$ cat src/rtl/alu_cmd_initiator.sv
// ALU command initiator: accepts one operation, drives the ALU bus, waits for the selected unit flag (with timeout), returns a packed response.
// Optional macro ALU_RSP_STATUS_EN adds RSP_ZERO / RSP_NEG status outputs.
module alu_cmd_initiator #(
   parameter int IN_DATA_WIDTH  = 16,
   parameter int RSP_DATA_WIDTH = 2*IN_DATA_WIDTH,
   parameter int CMP_OUT_WIDTH  = 3,
   parameter int ALU_LATENCY    = 1,
   parameter int TIMEOUT_CYCLES = 8
) (
   input  logic                      CLK,
   input  logic                      RST,
   input  logic                      REQ_VALID,
   output logic                      REQ_READY,
   input  logic [IN_DATA_WIDTH-1:0]  REQ_A,
   input  logic [IN_DATA_WIDTH-1:0]  REQ_B,
   input  logic [3:0]                REQ_FUNC,
   output logic [IN_DATA_WIDTH-1:0]  ALU_A,
   output logic [IN_DATA_WIDTH-1:0]  ALU_B,
   output logic [3:0]                ALU_FUNC,
   input  logic [RSP_DATA_WIDTH-1:0] Arith_OUT,
   input  logic                      Arith_Flag,
   input  logic                      Carry_OUT,
   input  logic [IN_DATA_WIDTH-1:0]  Logic_OUT,
   input  logic                      Logic_Flag,
   input  logic [IN_DATA_WIDTH-1:0]  SHIFT_OUT,
   input  logic                      SHIFT_Flag,
   input  logic [CMP_OUT_WIDTH-1:0]  CMP_OUT,
   input  logic                      CMP_Flag,
   output logic                      RSP_VALID,
   input  logic                      RSP_READY,
   output logic [RSP_DATA_WIDTH-1:0] RSP_DATA,
   output logic                      RSP_CARRY,
`ifdef ALU_RSP_STATUS_EN
   output logic                      RSP_ERR,
   output logic                      RSP_ZERO,
   output logic                      RSP_NEG
`else
   output logic                      RSP_ERR
`endif
);

   localparam int CNT_RAW = $clog2(ALU_LATENCY + TIMEOUT_CYCLES + 1);
   localparam int CNT_W   = (CNT_RAW > 0) ? CNT_RAW : 1;
   localparam logic [CNT_W-1:0] LAT_C = CNT_W'(ALU_LATENCY);
   localparam logic [CNT_W-1:0] TMO_C = CNT_W'(ALU_LATENCY + TIMEOUT_CYCLES);

   typedef enum logic [1:0] {S_IDLE, S_WAIT, S_RESP} state_t;

   state_t                    state, state_nxt;
   logic [CNT_W-1:0]          cnt;
   logic                      sel_flag, sel_carry, hit, tmo;
   logic [RSP_DATA_WIDTH-1:0] sel_data;
`ifdef ALU_RSP_STATUS_EN
   logic                      sel_neg;
`endif

   assign REQ_READY = (state == S_IDLE) && !RST;
   assign RSP_VALID = (state == S_RESP);

   // Unit select comes from the registered function, so it is fixed from acceptance on.
   always_comb begin
      sel_flag  = 1'b0;
      sel_data  = '0;
      sel_carry = 1'b0;
      case (ALU_FUNC[3:2])
         2'b00: begin
            sel_flag  = Arith_Flag;
            sel_data  = Arith_OUT;
            sel_carry = Carry_OUT;
         end
         2'b01: begin
            sel_flag = Logic_Flag;
            sel_data = RSP_DATA_WIDTH'(Logic_OUT);
         end
         2'b10: begin
            sel_flag = CMP_Flag;
            sel_data = RSP_DATA_WIDTH'(CMP_OUT);
         end
         2'b11: begin
            sel_flag = SHIFT_Flag;
            sel_data = RSP_DATA_WIDTH'(SHIFT_OUT);
         end
      endcase
   end

`ifdef ALU_RSP_STATUS_EN
   assign sel_neg = (ALU_FUNC[3:2] == 2'b00) && Arith_OUT[RSP_DATA_WIDTH-1];
`endif

   // Early WAIT cycles ignore the flag: it may still be the previous function's.
   assign hit = (state == S_WAIT) && (cnt >= LAT_C) && sel_flag;
   assign tmo = (state == S_WAIT) && (cnt == TMO_C) && !sel_flag;

   always_ff @(posedge CLK) begin
      if (RST) state <= S_IDLE;
      else     state <= state_nxt;
   end

   always_comb begin
      state_nxt = state;
      case (state)
         S_IDLE:  if (REQ_VALID)  state_nxt = S_WAIT;
         S_WAIT:  if (hit || tmo) state_nxt = S_RESP;
         S_RESP:  if (RSP_READY)  state_nxt = S_IDLE;
         default: state_nxt = S_IDLE;
      endcase
   end

   always_ff @(posedge CLK) begin
      if (RST) begin
         ALU_A     <= '0;
         ALU_B     <= '0;
         ALU_FUNC  <= '0;
         cnt       <= '0;
         RSP_DATA  <= '0;
         RSP_CARRY <= 1'b0;
         RSP_ERR   <= 1'b0;
`ifdef ALU_RSP_STATUS_EN
         RSP_ZERO  <= 1'b0;
         RSP_NEG   <= 1'b0;
`endif
      end else begin
         if (REQ_VALID && REQ_READY) begin
            ALU_A    <= REQ_A;
            ALU_B    <= REQ_B;
            ALU_FUNC <= REQ_FUNC;
            cnt      <= '0;
         end else if (state == S_WAIT) begin
            cnt <= cnt + 1'b1;
         end
         if (hit) begin
            RSP_DATA  <= sel_data;
            RSP_CARRY <= sel_carry;
            RSP_ERR   <= 1'b0;
`ifdef ALU_RSP_STATUS_EN
            RSP_ZERO  <= (sel_data == '0);
            RSP_NEG   <= sel_neg;
`endif
         end else if (tmo) begin
            RSP_DATA  <= '0;
            RSP_CARRY <= 1'b0;
            RSP_ERR   <= 1'b1;
`ifdef ALU_RSP_STATUS_EN
            RSP_ZERO  <= 1'b0;
            RSP_NEG   <= 1'b0;
`endif
         end
      end
   end

endmodule

$ cat config.mk
export PLATFORM = sky130hd
export DESIGN_NAME = alu_cmd_initiator
export DESIGN_NICKNAME = d
export VERILOG_FILES = /design/src/rtl/alu_cmd_initiator.sv
export SDC_FILE = /design/constraint.sdc
export NUM_CORES = 1
export LEC_CHECK = 0
export BUFFER_PORTS_ARGS = -buffer_cell sky130_fd_sc_hd__buf_2
export CAP_MARGIN = 5
export CORE_ASPECT_RATIO = 1.75
export CORE_UTILIZATION = 35
export DETAILED_ROUTE_END_ITERATION = 6
export GPL_TIMING_DRIVEN = 0
export PLACE_DENSITY_LB_ADDON = 0.2
export SLEW_MARGIN = 15
export SYNTH_ARGS = -nofsm -noshare
export SYNTH_HDL_FRONTEND = slang
export SYNTH_SLANG_ARGS = --single-unit
$ cat constraint.sdc
create_clock -name CLK -period 2.3 [get_ports CLK]
set_input_delay 0.46 -clock CLK [delete_from_list [all_inputs] [get_ports CLK]]
set_output_delay 0.46 -clock CLK [all_outputs]
set_load 0.02 [all_outputs]
==> flow_metrics.env <==
export IMPL_outcome="finished, final reports clean"
export IMPL_post_route_min_period_ns=2.13
export IMPL_r2r_end="RSP_DATA[4]"
export IMPL_fin_nets=622
export IMPL_antenna_diode_count=0
export IMPL_relSlewSlack=0.637
export IMPL_netlist_top_cell_by_area="dfxtp_1"
export IMPL_seq_area_frac_synth=0.504
export IMPL_die_x_um=72.2
export IMPL_cts_hold_buffers_added=0
export IMPL_globalRoute_totalOverflow=0
export IMPL_worst_path_dominant_cell_family="simple AND/OR/NAND/NOR gates"
export IMPL_wl_mm=8.74
export IMPL_setup_worst_path_end_class="register"
export IMPL_yosysMostFrequentCell="dfxtp_1"
export IMPL_drive_gt1_frac=0.444
export IMPL_num_vias=3037
export IMPL_io_pin_count=184
export IMPL_whs_ns=0.323
export IMPL_yosys_cell_types_count=34
export IMPL_synthesis_nets=428
export IMPL_final_antenna_net_count=0
export IMPL_synth_warnings=0
export IMPL_fillCellCount=809
export IMPL_finalSetupTns_ns=0
export IMPL_power_static_leakage_nw=2.07
export IMPL_first_pass_iters=4
export IMPL_cp_arrival_ns=2.38
export IMPL_area_share_of_the_leading_cell_type_in_the_synthesized_netlist=0.504
export IMPL_fmax_ghz=0.470
export IMPL_grt_pass1_wl_mm=13.7
export IMPL_dominantRegCellSynth="dfxtp_1"
export IMPL_critical_path_endpoint="RSP_DATA[4]"
export IMPL_synth_area_top_cells="dfxtp_1, nand2_1, o21ai_0"
export IMPL_worst_vdd_ir_mv=0.378
export IMPL_numPortBuffers=183
export IMPL_floorplan_rows=44
export IMPL_clock_tree_root_cell="clkbuf_16"
export IMPL_max_cap_violations=0
export IMPL_gpl_final_weighted_congestion=0.824
export IMPL_initialDrtViolationCount=88
export IMPL_dpl_worst_slack_ns=0.0479
export IMPL_start_kind="register"
export IMPL_reg2reg_setup_slack_ns=0.17
export IMPL_number_of_enable_flip_flop_cells_after_synthesis=0
export IMPL_final_setup_skew_ns=0.00632
export IMPL_timing_critical_path_slowest_stage_cell="or4b_4"
export IMPL_slack_of_the_critical_path_ns=0.174
export IMPL_final_setup_viol_count=0
export IMPL_syn_mean_instance_area_um2=9.65
export IMPL_worst_path_buf_inv=2
export IMPL_grt_use_total=0.196
export IMPL_worst_hold_path_type="in -> reg"
export IMPL_largest_net_degree_at_the_start_of_global_routing=12
export IMPL_rsz_0062_raised_after_global_routing="false"
export IMPL_die_area_um2=9020
export IMPL_max_slew_worst_pin_slew_ns=0.545
export IMPL_crit_start="cnt[1]"
export IMPL_setup_worst_path_class="reg -> reg"
export IMPL_async_reset_ff_frac=0
export IMPL_core_area_um2=8310
export IMPL_cts_inserted_buffers=9
export IMPL_tritoncts="yes"
export IMPL_cts_clk_slew_worst_paths_ns=0.06
export IMPL_die_y_um=125
export IMPL_initial_utilization=0.363
export IMPL_slew_violations=0
export IMPL_p_per_area_nw_per_um2=774
export IMPL_timing_critical_path_depth=7
export IMPL_viasPerCell=4.85
export IMPL_clk_latency_ns=0.33
export IMPL_critical_path_max_stage_delay_ns=0.50
export IMPL_dp_hpwl_mm=6.68
export IMPL_clkSinkCount=76
export IMPL_ys_ff_latch=76
export IMPL_antenna_found_initial=0
export IMPL_timing_rr_start="cnt[1]"
export IMPL_ys_top_cells_by_count="dfxtp_1, nand2_1, o21ai_0"
export IMPL_postSynthCellCount=313
export IMPL_synth_cell_area_um2=3020
export IMPL_finalHoldViolCount=0
export IMPL_cts_max_path_buffers=2
export IMPL_crit_chain="inv_1 -> ha_1 -> or4b_4 -> and3_4 -> a211oi_4 -> buf_6 -> o2bb2ai_1"
export IMPL_cts_htree_levels=3
export IMPL_timing_reg2reg_worst_path_depth=7
export IMPL_grt_pass1_vias=2964
export IMPL_critical_path_required_ns=2.55
export IMPL_routed_wire_length_per_instance_um=14.0
export IMPL_areaGrowthSynthToFinish_pct=44.7
export IMPL_post_route_period_util=0.924
export IMPL_critPathMaxFanout=10
export IMPL_drc=0
==> cell families (layout without fill, tap and decap cells) <==
kind of cell               count (synthesis)  after routing  synth area share
and+or+nand+nor                          100            100             0.140
AOI/OAI and AO/OA                         88             88             0.206
DFF                                       76             76             0.504
buffers and inverters                     24            222            0.0385
muxes                                     22             22            0.0990
adders and majority gates                  3              3            0.0124
==> worst reg2reg max path, stage by stage, from the launching register on <==
cell and delay [ns]:
dfxtp_1 0.37, inv_1 0.08, ha_1 0.19, or4b_4 0.50
and3_4 0.21, a211oi_4 0.36, buf_6 0.21, o2bb2ai_1 0.13
==> placed cells by master, fill, tap and decap left out, types with 2 or more instances in the layout <==
cell and instances:
mux2i_1 4, inv_1 2, buf_6 3, nor2_1 11, clkbuf_8 4, dfxtp_1 76
clkbuf_1 16, nand3_1 2, clkbuf_16 9, o2bb2ai_1 9, mux4_2 4, buf_2 186
nor2b_1 2, a21oi_1 3, nand2_1 75, o21ai_0 36, a22o_1 20, a221o_1 3
mux2_2 13, a22oi_1 13, ha_1 3
==> sequential cells by signal, indices dropped and copies added, names as in the netlist <==
name,cells
RSP_ERR,1
state,2
ALU_A,16
RSP_CARRY,1
RSP_DATA,32
ALU_FUNC,4
cnt,4
ALU_B,16
==> repair_timing <==
action / in CTS / in global routing
setup buffers: 0 / 0
gates resized for setup: 0 / 1
setup endpoints to repair: 0 / 14
hold endpoints to repair: 0 / 0
==> final cells by class <==
type                       count  area [um2]  share of cell area
buffer                        21         105              0.0240
multi-input combinational    213        1390               0.317
sequential                    76        1520               0.348
inverter                       3        11.3             0.00258
clock buffer                  14         284              0.0649
clock inverter                 1        5.00             0.00114
tap                          115         144              0.0329
timing repair buffer         183         916               0.209
==> metrics by stage <==
stage	total power [W]	cell area, um2	cells	utilization
2_1_floorplan	0.00182	3020	313	-
3_3_place_gp	0.00205	4080	611	0.491
3_5_place_dp	0.00207	4080	611	0.491
4_1_cts	0.00342	4370	626	0.526
5_1_grt	0.00354	4370	626	0.526
6_report	0.00338	4370	626	0.526
==> worst min-delay path by stage <==
stage	to	cells after the start	start	slack [ns]
after global routing	ALU_A[9]	3	REQ_A[9]	0.32
after global placement	ALU_B[1]	2	ALU_B[1]	0.44
after CTS	ALU_A[9]	3	REQ_A[9]	0.31
after detailed placement	RSP_DATA[7]	1	RSP_DATA[7]	0.44
after floorplan	cnt[0]	2	cnt[0]	0.48
final	ALU_A[9]	3	REQ_A[9]	0.32
==> power breakdown <==
| group | switching (W) | internal [W] | leakage (nW) |
|---|---|---|---|
| clock network | 0.000506 | 0.000841 | 0.145 |
| logic | 0.000335 | 0.000250 | 1.31 |
| registers | 0.0000499 | 0.00140 | 0.620 |
==> per-layer routing <==
layer	track usage	share of wire
met1	0.208	0.39
met3	0.0518	0.081
met5	0	0
met4	0.0992	0.020
met2	0.346	0.50
Power figures use the tool's default switching activity.
